==> src/rtl/vga_stream_monitor.sv <==
// vga_stream_monitor
// Receive-side monitor for the game's VGA output. It samples RGB222 plus the
// active-high hsync/vsync pair and locks to the frame timing. Once locked it
// rebuilds pixel coordinates and a data-enable. It reports timing violations
// and publishes a checksum of every complete, error-free frame.
//
// Build option: define VGA_MON_INPUT_SYNC_EN to put a 2-flop synchronizer on
// all eight inputs, for an external or asynchronous source. Every output
// latency then grows from 1 to 3 cycles. With the macro undefined, the inputs
// are sampled directly and every output follows its input sample by 1 cycle.

module vga_stream_monitor #(
  parameter int H_ACTIVE = 640,
  parameter int H_FRONT  = 16,
  parameter int H_SYNC   = 96,
  parameter int H_BACK   = 48,
  parameter int V_ACTIVE = 480,
  parameter int V_FRONT  = 10,
  parameter int V_SYNC   = 2,
  parameter int V_BACK   = 33
) (
  input  logic        clk,
  input  logic        rst_n,
  input  logic [1:0]  i_vga_r,
  input  logic [1:0]  i_vga_g,
  input  logic [1:0]  i_vga_b,
  input  logic        i_vga_hsync,
  input  logic        i_vga_vsync,
  output logic        o_locked,
  output logic        o_de,
  output logic [9:0]  o_x,
  output logic [9:0]  o_y,
  output logic        o_err,
  output logic [7:0]  o_err_count,
  output logic        o_frame_valid,
  output logic [23:0] o_frame_sum
);

  localparam int H_TOTAL = H_ACTIVE + H_FRONT + H_SYNC + H_BACK;
  localparam int V_TOTAL = V_ACTIVE + V_FRONT + V_SYNC + V_BACK;

  // Counter-width copies of the timing constants. They keep every compare at
  // 11 bits.
  localparam logic [10:0] CNT_MAX     = 11'h7FF;
  localparam logic [10:0] H_TOTAL_C   = 11'(H_TOTAL);
  localparam logic [10:0] H_LAST_C    = 11'(H_TOTAL - 1);
  localparam logic [10:0] H_SYNC_C    = 11'(H_SYNC);
  localparam logic [10:0] H_ACT_BEG_C = 11'(H_SYNC + H_BACK);
  localparam logic [10:0] H_ACT_END_C = 11'(H_SYNC + H_BACK + H_ACTIVE);
  localparam logic [10:0] V_LAST_C    = 11'(V_TOTAL - 1);
  localparam logic [10:0] V_SYNC_C    = 11'(V_SYNC);
  localparam logic [10:0] V_ACT_BEG_C = 11'(V_SYNC + V_BACK);
  localparam logic [10:0] V_ACT_END_C = 11'(V_SYNC + V_BACK + V_ACTIVE);

  typedef enum logic [1:0] {
    SEARCH,
    MEASURE,
    LOCKED
  } state_e;

  // ---------------------------------------------------------------------
  // Input capture
  // ---------------------------------------------------------------------
  logic [7:0] rawIn;
  logic [7:0] sampled;

  assign rawIn = {i_vga_hsync, i_vga_vsync, i_vga_r, i_vga_g, i_vga_b};

`ifdef VGA_MON_INPUT_SYNC_EN
  logic [7:0] sync1_q;
  logic [7:0] sync2_q;

  // Two-stage synchronizer that retimes all eight inputs into the pixel clock.
  always_ff @(posedge clk or negedge rst_n) begin
    if (!rst_n) begin
      sync1_q <= '0;
      sync2_q <= '0;
    end else begin
      sync1_q <= rawIn;
      sync2_q <= sync1_q;
    end
  end

  assign sampled = sync2_q;
`else
  assign sampled = rawIn;
`endif

  logic       hs;
  logic       vs;
  logic [5:0] pix;

  assign hs  = sampled[7];
  assign vs  = sampled[6];
  assign pix = sampled[5:0];

  // ---------------------------------------------------------------------
  // State registers
  // ---------------------------------------------------------------------
  state_e      state_q;
  logic        hsPrev_q;
  logic        vsPrev_q;
  logic        vsPending_q, vsPending_d;
  logic [10:0] hCnt_q, hCnt_d;
  logic [10:0] vCnt_q, vCnt_d;
  logic [10:0] vsLines_q, vsLines_d;
  logic [23:0] acc_q, acc_d;

  logic        locked_q;
  logic        de_q;
  logic [9:0]  x_q;
  logic [9:0]  y_q;
  logic        err_q;
  logic [7:0]  errCount_q;
  logic        frameValid_q;
  logic [23:0] frameSum_q;

  // ---------------------------------------------------------------------
  // Edge detection and frame boundary
  // ---------------------------------------------------------------------
  logic hsRise;
  logic hsFall;
  logic vsRise;
  logic vsFall;
  logic boundary;

  assign hsRise   = hs & ~hsPrev_q;
  assign hsFall   = ~hs & hsPrev_q;
  assign vsRise   = vs & ~vsPrev_q;
  assign vsFall   = ~vs & vsPrev_q;
  // A frame starts on the first line start at or after the vsync rise.
  assign boundary = hsRise & (vsRise | vsPending_q);

  // Next values of the position counters. hCnt_d and vCnt_d are the h and v
  // of the sample taken in this cycle.
  always_comb begin
    hCnt_d = hCnt_q;
    if (hsRise) begin
      hCnt_d = '0;
    end else if (hCnt_q != CNT_MAX) begin
      hCnt_d = hCnt_q + 11'd1;
    end

    vCnt_d = vCnt_q;
    if (boundary) begin
      vCnt_d = '0;
    end else if (hsRise && (vCnt_q != CNT_MAX)) begin
      vCnt_d = vCnt_q + 11'd1;
    end

    vsPending_d = vsPending_q;
    if (boundary) begin
      vsPending_d = 1'b0;
    end else if (vsRise) begin
      vsPending_d = 1'b1;
    end

    vsLines_d = vsLines_q;
    if (vsRise) begin
      vsLines_d = hsRise ? 11'd1 : 11'd0;
    end else if (vs && hsRise && (vsLines_q != CNT_MAX)) begin
      vsLines_d = vsLines_q + 11'd1;
    end
  end

  // ---------------------------------------------------------------------
  // Timing checks
  // ---------------------------------------------------------------------
  logic errLineShort;
  logic errLineLong;
  logic errHsWidth;
  logic errFrameShort;
  logic errFrameLong;
  logic errVsWidth;
  logic checkFail;

  assign errLineShort  = hsRise && (hCnt_q != H_LAST_C);
  assign errLineLong   = !hsRise && (hCnt_d == H_TOTAL_C);
  // The counter restarted at the rise, so at the fall it equals the high time.
  assign errHsWidth    = hsFall && (hCnt_d != H_SYNC_C);
  assign errFrameShort = boundary && (vCnt_q != V_LAST_C);
  assign errFrameLong  = hsRise && !boundary && (vCnt_q == V_LAST_C);
  assign errVsWidth    = vsFall && (vsLines_q != V_SYNC_C);

  assign checkFail = errLineShort | errLineLong | errHsWidth |
                     errFrameShort | errFrameLong | errVsWidth;

  // ---------------------------------------------------------------------
  // Active region, coordinates and checksum
  // ---------------------------------------------------------------------
  logic       colActive;
  logic       rowActive;
  logic       pixActive;
  logic [9:0] xPos;
  logic [9:0] yPos;
  logic       nextLocked;

  assign colActive = (hCnt_d >= H_ACT_BEG_C) && (hCnt_d < H_ACT_END_C);
  assign rowActive = (vCnt_d >= V_ACT_BEG_C) && (vCnt_d < V_ACT_END_C);
  assign pixActive = colActive & rowActive;
  assign xPos      = 10'(hCnt_d - H_ACT_BEG_C);
  assign yPos      = 10'(vCnt_d - V_ACT_BEG_C);

  // The monitor is locked after this cycle if it stays locked, or if it
  // finishes a clean measurement frame.
  assign nextLocked = !checkFail &&
                      ((state_q == LOCKED) || ((state_q == MEASURE) && boundary));

  // The checksum restarts with every frame. The boundary sample sits on line
  // 0, so it is never an active pixel.
  always_comb begin
    acc_d = acc_q;
    if (boundary) begin
      acc_d = '0;
    end else if (pixActive) begin
      acc_d = acc_q + {18'd0, pix};
    end
  end

  // Position counters, edge history and the running checksum.
  always_ff @(posedge clk or negedge rst_n) begin
    if (!rst_n) begin
      hsPrev_q    <= 1'b0;
      vsPrev_q    <= 1'b0;
      vsPending_q <= 1'b0;
      hCnt_q      <= '0;
      vCnt_q      <= '0;
      vsLines_q   <= '0;
      acc_q       <= '0;
    end else begin
      hsPrev_q    <= hs;
      vsPrev_q    <= vs;
      vsPending_q <= vsPending_d;
      hCnt_q      <= hCnt_d;
      vCnt_q      <= vCnt_d;
      vsLines_q   <= vsLines_d;
      acc_q       <= acc_d;
    end
  end

  // Lock FSM with its registered outputs. If a check fails on a boundary
  // cycle, the failure wins and no frame result is published.
  always_ff @(posedge clk or negedge rst_n) begin
    if (!rst_n) begin
      state_q      <= SEARCH;
      locked_q     <= 1'b0;
      de_q         <= 1'b0;
      x_q          <= '0;
      y_q          <= '0;
      err_q        <= 1'b0;
      errCount_q   <= '0;
      frameValid_q <= 1'b0;
      frameSum_q   <= '0;
    end else begin
      err_q        <= 1'b0;
      frameValid_q <= 1'b0;

      unique case (state_q)
        SEARCH: begin
          if (boundary) begin
            state_q <= MEASURE;
          end
        end
        MEASURE: begin
          if (checkFail) begin
            state_q <= SEARCH;
          end else if (boundary) begin
            state_q      <= LOCKED;
            frameValid_q <= 1'b1;
            frameSum_q   <= acc_q;
          end
        end
        LOCKED: begin
          if (checkFail) begin
            state_q <= SEARCH;
            err_q   <= 1'b1;
            if (errCount_q != 8'hFF) begin
              errCount_q <= errCount_q + 8'd1;
            end
          end else if (boundary) begin
            frameValid_q <= 1'b1;
            frameSum_q   <= acc_q;
          end
        end
        default: begin
          state_q <= SEARCH;
        end
      endcase

      locked_q <= nextLocked;
      de_q     <= nextLocked & pixActive;
      x_q      <= (nextLocked && pixActive) ? xPos : 10'd0;
      y_q      <= (nextLocked && pixActive) ? yPos : 10'd0;
    end
  end

  assign o_locked      = locked_q;
  assign o_de          = de_q;
  assign o_x           = x_q;
  assign o_y           = y_q;
  assign o_err         = err_q;
  assign o_err_count   = errCount_q;
  assign o_frame_valid = frameValid_q;
  assign o_frame_sum   = frameSum_q;

endmodule
==> config.mk <==
export PLATFORM = sky130hd
export DESIGN_NAME = vga_stream_monitor
export DESIGN_NICKNAME = d
export VERILOG_FILES = /design/src/rtl/vga_stream_monitor.sv
export SDC_FILE = /design/constraint.sdc
export NUM_CORES = 1
export LEC_CHECK = 0
export ABC_CLOCK_PERIOD_IN_PS = 10070
export CAP_MARGIN = 40
export CORE_MARGIN = 4
export CORE_UTILIZATION = 40
export DETAILED_ROUTE_END_ITERATION = 10
export PLACE_DENSITY = 0.67
export SYNTH_ARGS = -nofsm -noshare
export SYNTH_HDL_FRONTEND = slang
export SYNTH_SLANG_ARGS = --single-unit
==> constraint.sdc <==
create_clock -name clk -period 10.07 [get_ports clk]
set_input_delay 1.5105 -clock clk [delete_from_list [all_inputs] [get_ports clk]]
set_output_delay 1.5105 -clock clk [all_outputs]
set_load 0.03 [all_outputs]
[Yosys cells after proc, flatten, opt, wreduce, memory -nomap -nowiden]
Cells that the tools add are included.
Word-level totals
  flip-flop bits (word level): 118
  input bits: 10
  output and inout port bits: 56
  word-level logic and storage cells: 110
Operators by class
  $add $sub $neg: 7
  magnitude comparators: 4
  eq/ne operators: 15
  mux-type cells: 23
  bitwise logic cells: 18
  reductions and logical operators: 27
Operator list (number)
  $mux W11: 6
  $mux W24: 2
  $add A11 B1 Y11 const B: 3
  $ne A11 B11 Y1 const B: 3
  $add A24 B6 Y24: 1
  $eq A11 B10 Y1 const B: 2
  $lt A11 B10 Y1 const B: 2
  $ne A11 B10 Y1 const B: 2
  $mux W10: 2
  $logic_and A1 B1 Y1: 15
  $ge A11 B6 Y1 const B: 1
  $ge A11 B8 Y1 const B: 1
  $ne A11 B2 Y1 const B: 1
  $ne A11 B7 Y1 const B: 1
  $sub A10 B6 Y10 const B: 1
  $sub A10 B8 Y10 const B: 1
  $reduce_and A3 Y1: 3
  $add A8 B1 Y8 const B: 1
  $mux W1: 8
  $mux W2: 4
  $ne A8 B8 Y1 const B: 1
  $and A1 B1 Y1: 7
  $or A1 B1 Y1: 6
  $pmux W2 S3: 1
  other kinds (10): 19

[Longest topological paths before layout]
  depth after elaboration: 14
  mapped depth: 14

[Least setup slack after synthesis]
No wires, ideal clock.
  path kind: input to register
  from: input port i_vga_hsync
  to: register acc_q[20]
  data arrival time: 4.349 ns
  slack: 5.643 ns
  stages on the path: 14
  cells stage by stage: nand2b_1 -> clkbuf_1 -> nor2_1 -> clkbuf_1 -> clkbuf_1 -> nor2_1 -> ha_1 -> and4b_1 -> a211o_1 -> o21ai_2 -> buf_2 -> buf_2 -> o21ai_0 -> a21oi_1
On the way
  longest elaborated chain between the ends: 8
RTL lines
  start, declared: RTL line 27  | input logic i_vga_hsync,
  $and A1 B1 Y1 (*): RTL line 127  | assign hsRise = hs & ~hsPrev_q;
  $logic_and A1 B1 Y1: RTL line 147  | end else if (hsRise && (vCnt_q != CNT_MAX)) begin
  $mux W11: RTL line 147
  $mux W11 (*): RTL line 145  | if (boundary) begin
  via vCnt_d[1]: RTL line 105  | logic [10:0] vCnt_q, vCnt_d;
  $ge A11 B6 Y1 or $lt A11 B10 Y1 (tied branches): RTL line 199  | assign rowActive = (vCnt_d >= V_ACT_BEG_C) && (vCnt_d < V_ACT_END_C);
  $logic_and A1 B1 Y1 (*): RTL line 199
  $and A1 B1 Y1 (*): RTL line 200  | assign pixActive = colActive & rowActive;
  $reduce_bool A2 Y1 (no line) (*)
  end signal, assigned: RTL line 229  | acc_q <= '0;
  end signal, assigned: RTL line 237  | acc_q <= acc_d;
  end, declared: RTL line 107  | logic [23:0] acc_q, acc_d;
Mark *: on every way through the listed nets, which the timed path passes. The rest lies on a longest branch.
A chain may end at the register's enable or synchronous reset.

[Worst setup path in the final report]
  from: input port i_vga_vsync
  to: register acc_q[1]
On the way
  longest elaborated chain between the ends: 8
RTL lines
  start, declared: RTL line 28  | input logic i_vga_vsync,
  $and A1 B1 Y1 (*): RTL line 129  | assign vsRise = vs & ~vsPrev_q;
  $or A1 B1 Y1 (*): RTL line 132  | assign boundary = hsRise & (vsRise | vsPending_q);
  $and A1 B1 Y1 (*): RTL line 132
  $mux W11 (*): RTL line 145
  via vCnt_d[0]: RTL line 105
  $ge A11 B6 Y1 or $lt A11 B10 Y1 (tied branches): RTL line 199
  $logic_and A1 B1 Y1 (*): RTL line 199
  $and A1 B1 Y1 (*): RTL line 200
  $reduce_bool A2 Y1 (no line) (*)
Marks and branches as above.

==> run summary <==
For the maximum clock frequency, the log shows 192 MHz. Hold path endpoint: o_frame_sum[21]. The path class of the tightest hold or removal check is flip-flop to flip-flop. In the synthesized netlist the dominant register cell turns out to be dfrtp_1. The post-synthesis to final-layout area growth is 21.2%, and the number of nets in the finished design is 696. Share of synthesized flip-flops with an asynchronous set or reset: 100%.

The final instance area was 7710 um^2; the met3 capacity usage during global routing was 4.65%. Routability-driven placement finished with a final weighted congestion of 0.901. For the finished layout, the period the worst path requires is 5.22 ns.

Setup repair after global routing left no endpoint under its margin. The die outline height is 134 um, and the headroom to the max-slew limit is 36.9%. The total area inside the core boundary comes to 15,400 um^2. The via density per instance was 5.54; the top fanout value on the critical path was 25. The initial utilization of the core area, before any placement, comes to 41.4%. The clock net in this run drives a total of 118 sinks. In the layout the commonest cells are 118 x dfrtp_1, 64 x clkdlybuf4s50_1, 57 x nor2_1.

The largest family of logic cells by synthesized area was simple AND/OR/NAND/NOR gates. The number of vias in the routed layout was 4,914. The count of buffers from port buffering is 65. TritonCTS built the clock tree. Setup slack closes at 4.85 ns. The worst reg-to-reg path cell count works out to 12. The tools report the wire length after detailed routing as 14.8 mm. For the worst setup path, the data required time is 10.40 ns. Entering global routing, the biggest net connects 63 pins.

The post-synthesis simple-gate area fraction works out to 19.9%. From left edge to right edge, the die measures 134 um. The net count after synthesis is 635, and the initial detailed-routing violation count is 485. The H-tree was split into 4 levels. The total overflow left after global routing is 0.

The number of cells on the worst hold path is 1, and the flip-flop and latch count after synthesis is 118. Across every metal layer, demand over resource in global routing totals 17.2%. The repair_antennas step left the layout with diodes totalling 0.

The areal power density over the cells is 169 nW/um^2. During synthesis, Yosys emitted a total of 0 warnings. The CTS buffer count came out at 17. The post-route netlist has 13.0% of its cells at a drive strength greater than 1.

The run gives 23.2% as the met1 demand-to-capacity share in global routing. At the pin with the least slew margin, the transition time is 0.946 ns. The maximum buffer depth of the clock tree was 2; the clock-pin slew reported for the worst setup and hold paths after clock tree synthesis was 0.06 ns. After clock tree synthesis, the repair step resized 0 gates. For the total count of hold-check failures in the final report, the log shows 0. During I/O placement, the number of pins put on the boundary was 66. The average wire per cell in the routed design is 16.7 um, and the total die area is 18,000 um^2. The number of antenna violations at the first check in global routing was 0. For the worst setup path, the data arrival time is 5.55 ns.

Counting every instance in the synthesized netlist gives 605. Measured against the total synthesized area, the mux share comes to 6.81%. The synthesized netlist devotes 13.4% of its cell area to compound gates.

In this run the most used layer during global routing was met2. The utilization after layout was 50.1%; the number of max-capacitance violations reported was 0. The post-synthesis area per instance was 10.5 um^2; the sequential area share after synthesis was 46.4%. The hold path startpoint was o_frame_sum[21]. The logs give 0.118 mV for the largest vdd supply drop and 0 for the post-detailed-route DRC marker count. In this run the post-CTS setup repair buffer count came out at 0.

Across all register-to-register paths, the minimum setup slack is 6.06 ns. The run gives 4,950 as the number of global-route vias before repair. Total power for the finished layout comes to 1.30 mW. The run finished with clean final reports.

The synthesized netlist devotes 5.10% of its cell area to XOR and XNOR gates. The share of synthesized cell area in full adder, half adder and majority cells is 4.05%. The post-detailed-placement half-perimeter wirelength is 10.4 mm. The largest clock skew in the final design came out at 0.0113 ns. In this run the cell area measured after placement is 7150 um^2.

The count of standard-cell rows is 45. For this design, the CTS-stage hold fixing added 0 buffers. The type of the worst setup path was input port to flip-flop. For this design the static power due to leakage is 3.35 nW. At the later pin of the worst-skew pair, clock insertion delay measures 0.42 ns. Before CTS, the worst setup slack after placement is 4.54 ns. The startpoint identified for the worst register-to-register timing path is vCnt_q[1].

Counting distinct cell types in the post-synthesis netlist gives 76. The tools report the reg-to-reg critical path endpoint as acc_q[1]. Summed over all failing endpoints, the final setup total negative slack is 0 ns. In this run the cell area of the synthesized design comes to 6360 um^2.

For the first-pass iteration count of the detailed router, the log shows 5. In the finished design, the share of the clock period the worst path needs comes to 51.8%. The logs give 0 for the number of max-slew violations in the final report and 27.2% for the met2 track demand over resource in global routing. STA classifies the critical path startpoint as an input port. The post-detailed-route count of antenna-violating nets is 0. The first global-routing pass estimated 25.2 mm of wire. Yosys mapped a number of flops with a built-in enable equal to 0.

The final count of negative-setup-slack endpoints was 0. The critical path endpoint category was a flip-flop. CTS placed an instance of clkbuf_16 at the clock tree root. Leaving out fill and tap cells, the most frequent cell in the layout is dfrtp_1.
==> critical path, stage by stage <==
cell and delay (ns):
clkdlybuf4s50_1 0.54, nor2b_1 0.72, nor2_1 0.12, nor2_1 0.13, buf_4 0.32, nor2_1 0.13
ha_1 0.27, and4b_1 0.24, a211o_1 0.32, o21ai_2 0.74, nor2_1 0.26, o21ai_0 0.24
==> metal layers <==
layer | wire length (um) | vias to the layer above
met5 | 0 | -
met4 | 159 | 0
met3 | 776 | 13
met2 | 7090 | 154
met1 | 6820 | 2420
li1 | - | 2327
==> cell usage after synthesis (3+ instances only) <==
cell | instances | area, um^2
mux2_4 | 19 | 285
nand4_1 | 16 | 100
xnor2_1 | 23 | 201
nand2_1 | 34 | 128
o21ai_0 | 17 | 85.1
and2_1 | 8 | 50.1
o311ai_0 | 4 | 35.0
a211oi_1 | 6 | 45.0
a31o_1 | 3 | 26.3
nand4b_1 | 3 | 26.3
nand3_2 | 3 | 30.0
nor2b_1 | 4 | 25.0
inv_2 | 3 | 11.3
nand3_1 | 31 | 155
nor4_1 | 4 | 25.0
ha_1 | 19 | 238
o41ai_1 | 7 | 61.3
xor2_1 | 14 | 123
o31ai_1 | 9 | 67.6
and3_1 | 13 | 81.3
a21o_1 | 3 | 22.5
a31oi_1 | 5 | 31.3
dfrtp_1 | 118 | 2950
or4_1 | 13 | 97.6
a21oi_1 | 32 | 160
and4_1 | 6 | 52.6
nor2_1 | 57 | 214
nand2b_1 | 5 | 31.3
mux2i_1 | 8 | 80.1
clkbuf_1 | 10 | 37.5
nor3_2 | 4 | 40.0
nor3_1 | 10 | 50.1
inv_1 | 22 | 82.6
buf_2 | 12 | 60.1
mux2_2 | 6 | 67.6
==> how the worst max path moves through the flow <==
stage	startpoint	end	slack, ns	depth (start not counted)
after floorplan	i_vga_hsync	acc_q[20]	5.64	14
after global placement	i_vga_vsync	o_y[5]	4.68	13
after detailed placement	i_vga_vsync	acc_q[1]	4.54	12
after CTS	i_vga_vsync	acc_q[2]	4.96	12
after global routing	i_vga_vsync	acc_q[4]	4.53	12
final	i_vga_vsync	acc_q[1]	4.85	12
==> logic make-up after synthesis <==
family,count (synthesis)
buffers and inverters,54
xor gates and xnor gates,37
adders and majority gates,20
DFF,118
AOI/OAI and AO/OA,116
and+or+nand+nor,227
muxes,33
==> layout make-up <==
| cell class | instances | area [um^2] |
|---|---|---|
| Fill cell | 1385 | 7660 |
| Multi-Input combinational cell | 433 | 3130 |
| Sequential cell | 118 | 2950 |
| Timing Repair Buffer | 71 | 711 |
| Clock buffer | 20 | 447 |
| Tap cell | 211 | 264 |
| Clock inverter | 9 | 106 |
| Inverter | 25 | 93.8 |
==> where the power goes <==
part	switching (mW)	internal, mW	leakage, nW
Combinational	0.114	0.0791	1.46
Sequential	0.0354	0.500	1.62
Clock	0.209	0.364	0.264
==> state kept, by name, summed over array words and instances (netlist names) <==
name           cells
vsPending_q        1
o_y               10
o_x               10
o_de               1
hsPrev_q           1
state_q            2
vsLines_q         11
vsPrev_q           1
acc_q             24
vCnt_q            11
hCnt_q            11
o_err_count        8
o_frame_valid      1
o_locked           1
o_frame_sum       24
o_err              1
==> metrics by stage <==
step                      std cells  hold WS [ns]
after CTS                       887         0.508
final                           887         0.502
after floorplan                 605         0.479
after detailed placement        858         0.496
after global routing            887         0.526
after global placement          856         0.491
Power figures use the tool's default switching activity.
